[src/rtl/dm_present_pkg.sv]
// Shared PRESENT primitives, key schedules and FSM encoding for the
// streaming Davies-Meyer hash engine.
package dm_present_pkg;

  localparam int BLOCK_W   = 64;
  localparam int KEY_W_80  = 80;
  localparam int KEY_W_128 = 128;
  localparam int RC_W      = 5;

  typedef enum logic [1:0] {
    IDLE,
    RUN,
    FIN,
    OUT
  } state_t;

  function automatic logic [3:0] sbox(input logic [3:0] x);
    logic [3:0] y;
    case (x)
      4'h0: y = 4'hC;
      4'h1: y = 4'h5;
      4'h2: y = 4'h6;
      4'h3: y = 4'hB;
      4'h4: y = 4'h9;
      4'h5: y = 4'h0;
      4'h6: y = 4'hA;
      4'h7: y = 4'hD;
      4'h8: y = 4'h3;
      4'h9: y = 4'hE;
      4'hA: y = 4'hF;
      4'hB: y = 4'h8;
      4'hC: y = 4'h4;
      4'hD: y = 4'h7;
      4'hE: y = 4'h1;
      default: y = 4'h2;
    endcase
    return y;
  endfunction

  function automatic logic [BLOCK_W-1:0] sbox_layer(input logic [BLOCK_W-1:0] x);
    logic [BLOCK_W-1:0] y;
    y = '0;
    for (int i = 0; i < BLOCK_W / 4; i++) y[4*i +: 4] = sbox(x[4*i +: 4]);
    return y;
  endfunction

  // Bit i moves to position 16*i mod 63; the top bit stays in place.
  function automatic logic [BLOCK_W-1:0] p_layer(input logic [BLOCK_W-1:0] x);
    logic [BLOCK_W-1:0] y;
    y = '0;
    for (int i = 0; i < BLOCK_W - 1; i++) y[(i * 16) % 63] = x[i];
    y[BLOCK_W-1] = x[BLOCK_W-1];
    return y;
  endfunction

  function automatic logic [KEY_W_80-1:0] update_key_80(input logic [KEY_W_80-1:0] k,
                                                        input logic [RC_W-1:0] rc);
    logic [KEY_W_80-1:0] r;
    r = {k[18:0], k[79:19]};
    r[79:76] = sbox(r[79:76]);
    r[19:15] = r[19:15] ^ rc;
    return r;
  endfunction

  function automatic logic [KEY_W_128-1:0] update_key_128(input logic [KEY_W_128-1:0] k,
                                                          input logic [RC_W-1:0] rc);
    logic [KEY_W_128-1:0] r;
    r = {k[66:0], k[127:67]};
    r[127:124] = sbox(r[127:124]);
    r[123:120] = sbox(r[123:120]);
    r[66:62] = r[66:62] ^ rc;
    return r;
  endfunction

endpackage

[src/rtl/present_round.sv]
// One combinational PRESENT round together with the matching key-schedule step.
module present_round import dm_present_pkg::*; #(
  parameter int KEY_WIDTH = 128
) (
  input  logic [BLOCK_W-1:0]   s,
  input  logic [KEY_WIDTH-1:0] k,
  input  logic [RC_W-1:0]      rc,
  output logic [BLOCK_W-1:0]   s_next,
  output logic [KEY_WIDTH-1:0] k_next,
  output logic [BLOCK_W-1:0]   round_key
);

  assign round_key = k[KEY_WIDTH-1 -: BLOCK_W];
  assign s_next    = p_layer(sbox_layer(s ^ round_key));

  generate
    if (KEY_WIDTH == KEY_W_80) begin : g_key80
      assign k_next = update_key_80(k, rc);
    end else begin : g_key128
      assign k_next = update_key_128(k, rc);
    end
  endgenerate

endmodule

[src/rtl/dm_present_stream.sv]
// Multi-block Davies-Meyer hash: the message block keys a round-serial PRESENT
// core that encrypts the chaining value, which is then fed forward.
module dm_present_stream import dm_present_pkg::*; #(
  parameter int KEY_WIDTH = 128,
  parameter int ROUNDS    = 31
) (
  input  logic                 clk,
  input  logic                 reset,
  input  logic                 in_valid,
  output logic                 in_ready,
  input  logic [KEY_WIDTH-1:0] in_block,
  input  logic                 in_first,
  input  logic                 in_last,
  input  logic [BLOCK_W-1:0]   iv,
  output logic [BLOCK_W-1:0]   hash,
  output logic                 hash_valid,
  input  logic                 hash_ready,
  output logic                 busy
);

  generate
    if (KEY_WIDTH != KEY_W_80 && KEY_WIDTH != KEY_W_128) begin : g_bad_key_width
      $error("dm_present_stream: KEY_WIDTH must be 80 or 128");
    end
    if (ROUNDS < 1 || ROUNDS > 31) begin : g_bad_rounds
      $error("dm_present_stream: ROUNDS must be in 1..31");
    end
  endgenerate

  localparam logic [RC_W-1:0] LAST_RC = RC_W'(ROUNDS);

  state_t               state, state_next;
  logic [BLOCK_W-1:0]   h, s, s_next, round_key;
  logic [KEY_WIDTH-1:0] k, k_next;
  logic [RC_W-1:0]      rc;
  logic                 last_r;

  present_round #(.KEY_WIDTH(KEY_WIDTH)) u_round (
    .s         (s),
    .k         (k),
    .rc        (rc),
    .s_next    (s_next),
    .k_next    (k_next),
    .round_key (round_key)
  );

  always_ff @(posedge clk or negedge reset) begin
    if (!reset) state <= IDLE;
    else        state <= state_next;
  end

  // in_ready is gated by reset so the engine never advertises space while held.
  always_comb begin
    state_next = state;
    in_ready   = 1'b0;
    hash_valid = 1'b0;
    busy       = 1'b0;
    case (state)
      IDLE: begin
        in_ready = reset;
        if (in_valid) state_next = RUN;
      end
      RUN: begin
        busy = 1'b1;
        if (rc == LAST_RC) state_next = FIN;
      end
      FIN: begin
        busy       = 1'b1;
        state_next = last_r ? OUT : IDLE;
      end
      OUT: begin
        hash_valid = 1'b1;
        if (hash_ready) state_next = IDLE;
      end
      default: state_next = IDLE;
    endcase
  end

  // After the last round k already holds the whitening key, so FIN folds it in
  // together with the Davies-Meyer feed-forward of the previous chaining value.
  always_ff @(posedge clk or negedge reset) begin
    if (!reset) begin
      h      <= '0;
      s      <= '0;
      k      <= '0;
      rc     <= '0;
      last_r <= 1'b0;
    end else begin
      case (state)
        IDLE: begin
          if (in_valid) begin
            s      <= in_first ? iv : h;
            k      <= in_block;
            rc     <= RC_W'(1);
            last_r <= in_last;
            if (in_first) h <= iv;
          end
        end
        RUN: begin
          s  <= s_next;
          k  <= k_next;
          rc <= rc + RC_W'(1);
        end
        FIN:     h <= s ^ round_key ^ h;
        default: ;
      endcase
    end
  end

  assign hash = h;

endmodule

[config.mk]
export PLATFORM = sky130hd
export DESIGN_NAME = dm_present_stream
export DESIGN_NICKNAME = d
export VERILOG_FILES = /design/src/rtl/dm_present_pkg.sv /design/src/rtl/present_round.sv /design/src/rtl/dm_present_stream.sv
export SDC_FILE = /design/constraint.sdc
export NUM_CORES = 1
export LEC_CHECK = 0
export ABC_CLOCK_PERIOD_IN_PS = 4100
export BUFFER_PORTS_ARGS = -buffer_cell sky130_fd_sc_hd__buf_2
export CORE_MARGIN = 1
export CORE_UTILIZATION = 65
export CTS_BUF_LIST = sky130_fd_sc_hd__clkbuf_4
export DETAILED_ROUTE_END_ITERATION = 8
export PLACE_DENSITY = 0.95
export REMOVE_ABC_BUFFERS = 1
export SLEW_MARGIN = 20
export SYNTH_ARGS = -nofsm -noshare
export SYNTH_HDL_FRONTEND = slang
export SYNTH_HIERARCHICAL = 1
export SYNTH_SLANG_ARGS = --single-unit
[constraint.sdc]
create_clock -name clk -period 4.1 [get_ports clk]
set_clock_uncertainty 0.15 [all_clocks]
set_input_delay 0.82 -clock clk [delete_from_list [all_inputs] [get_ports clk]]
set_output_delay 0.82 -clock clk [all_outputs]
set_load 0.01 [all_outputs]
==> flow_metrics.env <==
export IMPL_multi_input_area_um2=10010
export IMPL_drive_gt1_share_pct=23.63
export IMPL_avgSynthCellArea_um2=9.439
export IMPL_wire_per_inst_um=20.32
export IMPL_die_w_um=172.3
export IMPL_final_cell_mix="a21oi_1 (299), dfrtp_1 (264), buf_2 (262), nor2_1 (258), mux2i_1 (238)"
export IMPL_synthCells=1997
export IMPL_overflow=0
export IMPL_synth_warning_count=6
export IMPL_port_buffers=264
export IMPL_cts_buffers=72
export IMPL_grt_pass1_wl_mm=78.54
export IMPL_utilization_pct=70.27
export IMPL_ios=265
export IMPL_drt_initial_drc_count=1752
export IMPL_hpwlAfterDp_mm=35.32
export IMPL_period_needed_ns=3.119
export IMPL_rsz0062_at_grt="no"
export IMPL_min_to="last_r"
export IMPL_num_vias=15466
export IMPL_worst_pin_slew_ns=1.088
export IMPL_ys_seq_area_share_pct=35.05
export IMPL_crit_path_end_kind="output port"
export IMPL_clk_latency_ns=0.67
export IMPL_fin_nets=2328
export IMPL_min_from="in_last"
export IMPL_finalSetupViolations=0
export IMPL_setup_total_negative_slack_ns=0
export IMPL_cts_resized=0
export IMPL_max_freq_ghz=0.3206
export IMPL_viasPerCell=6.199
export IMPL_synth_cell_types=45
export IMPL_grt_usage_pct=34.16
export IMPL_status="complete, no violations"
export IMPL_critPathKind="reg -> out"
export IMPL_critical_path_required_ns=3.13
export IMPL_r2r_setup_slack_ns=1.00
export IMPL_grt_pass1_vias=15571
export IMPL_drt_pre_antenna_iters=6
export IMPL_dp_slack_ns=1.106
export IMPL_rows=61
export IMPL_synth_seq_cells=264
export IMPL_dieArea_um2=29680
export IMPL_syn_area_um2=18850
export IMPL_grt_max_degree=135
export IMPL_slew_headroom_pct=27.34
export IMPL_clk_pin_slew_worst_paths_ns=0.06
export IMPL_r2r_start="state[1]"
export IMPL_fp_dieH_um=172.3
export IMPL_r2r_cells=6
export IMPL_hold_depth=2
export IMPL_wirelength_mm=50.70
export IMPL_syn_to_final_growth_pct=4.992
export IMPL_cts_buffer_depth=3
export IMPL_startpoint_type="flip-flop"
export IMPL_r2r_end="s[8]"
export IMPL_initial_utilization_pct=66.93
export IMPL_cts_root_buffer="clkbuf_4"
export IMPL_ant_nets=0
export IMPL_critPathMaxFanout=10
export IMPL_place_congestion=0.8868
export IMPL_cap_violations=0
export IMPL_drc=0
export IMPL_htreeDepth=3
export IMPL_cts_sinks=264
export IMPL_place_inst=2369
export IMPL_hold_viol_final=0
export IMPL_worst_slack_ns=0.9805
export IMPL_finalCritPeriodShare_pct=76.08
export IMPL_hp_class="in -> reg"
export IMPL_cp_arrival_ns=2.15
export IMPL_cts_tree="done"
export IMPL_regArea_um2=6606
export IMPL_finalMaxSlewViolations=0
export IMPL_core_area_um2=28160
export IMPL_final_cells=2495
export IMPL_nFillCells=1980
export IMPL_final_common_cell="a21oi_1"
export IMPL_antenna_found_initial=1
-- registers in the layout, indices dropped and copies added, names as in the netlist --
signal	cells
last_r	1
rc	5
s	64
hash	64
k	128
state	2
-- logic make-up after synthesis --
logic type,share of synthesized area [%]
simple gates,7.693
mux,18.96
xor+xnor,7.952
compound gates,13.93
flops,35.05
buf+inv,12.16
fa+ha+maj,4.248
-- worst max path at each step --
stage | cells after the start | start | to
global placement | 6 | state[1] | s[13]
detailed placement | 5 | in_first | hash[60]
CTS | 4 | state[0] | in_ready
finish | 4 | state[0] | in_ready
floorplan | 6 | state[1] | state[1]
global route | 4 | state[0] | in_ready
-- Yosys cell counts, drive strengths merged --
| master | instances | area share, % |
|---|---|---|
| nor3 | 2 | 0.053 |
| nand4 | 11 | 0.37 |
| xnor2 | 102 | 4.9 |
| o31ai | 11 | 0.44 |
| inv | 73 | 1.5 |
| a32o | 2 | 0.11 |
| and2 | 1 | 0.033 |
| xor2 | 52 | 3.0 |
| o21bai | 1 | 0.040 |
| o221a | 15 | 0.90 |
| mux2 | 58 | 3.5 |
| a221oi | 1 | 0.046 |
| o21a | 4 | 0.16 |
| a211oi | 11 | 0.44 |
| a311oi | 1 | 0.046 |
| and3 | 3 | 0.10 |
| mux4 | 21 | 2.8 |
| ha | 64 | 4.2 |
| a31oi | 2 | 0.066 |
| mux2i | 239 | 13 |
| nand2 | 74 | 1.5 |
| a21boi | 1 | 0.040 |
| nand3 | 16 | 0.42 |
| a22o | 2 | 0.093 |
| nand2b | 1 | 0.033 |
| nor3b | 1 | 0.040 |
| buf | 266 | 10 |
| o211ai | 13 | 0.52 |
| o21ai | 37 | 0.98 |
| dfrtp | 264 | 35 |
| nor2 | 258 | 5.1 |
| a21oi | 299 | 7.9 |
| o22ai | 64 | 2.1 |
| clkinv | 1 | 0.020 |
| or3 | 1 | 0.033 |
| clkbuf | 25 | 0.50 |
-- area by class of cell --
cell class	instances	area share, %
diodes	1	0.01264
flip-flops and latches	264	33.38
clock inverters	17	0.3224
clock buffers	107	4.059
well taps	378	2.390
repair buffers	286	7.840
inverters	74	1.410
multi-input cells	1368	50.59
-- layer usage --
layer | vias to the layer above | GRT usage [%] | wire [um]
met5 | - | 0 | 0
met4 | 0 | 19.82 | 2676
met3 | 191 | 7.576 | 4617
met2 | 902 | 57.22 | 24380
met1 | 7413 | 40.41 | 19020
li1 | 6960 | - | -
-- stage by stage --
| step | cell area [um^2] | hold slack (ns) |
|---|---|---|
| after floorplan | 16830 | 0.3481 |
| after global placement | 18910 | 0.3556 |
| after detailed placement | 18910 | 0.3702 |
| after CTS | 19790 | 0.2248 |
| after global routing | 19790 | 0.2207 |
| final | 19790 | 0.2584 |
-- worst max-delay path, stage by stage (launching register included) --
cell and delay (ns):
dfrtp_1 0.45, inv_1 0.16, ha_1 0.52, and2_1 0.22
buf_2 0.13
-- what timing repair did --
action / in CTS / in global routing
hold endpoints to repair: 36 / 0
hold buffers: 1 / 0
setup buffers: 0 / 0
Power is left out: the tool's default activity adds up to more than one toggle a clock period on the data nets, which glitch-free logic cannot reach.
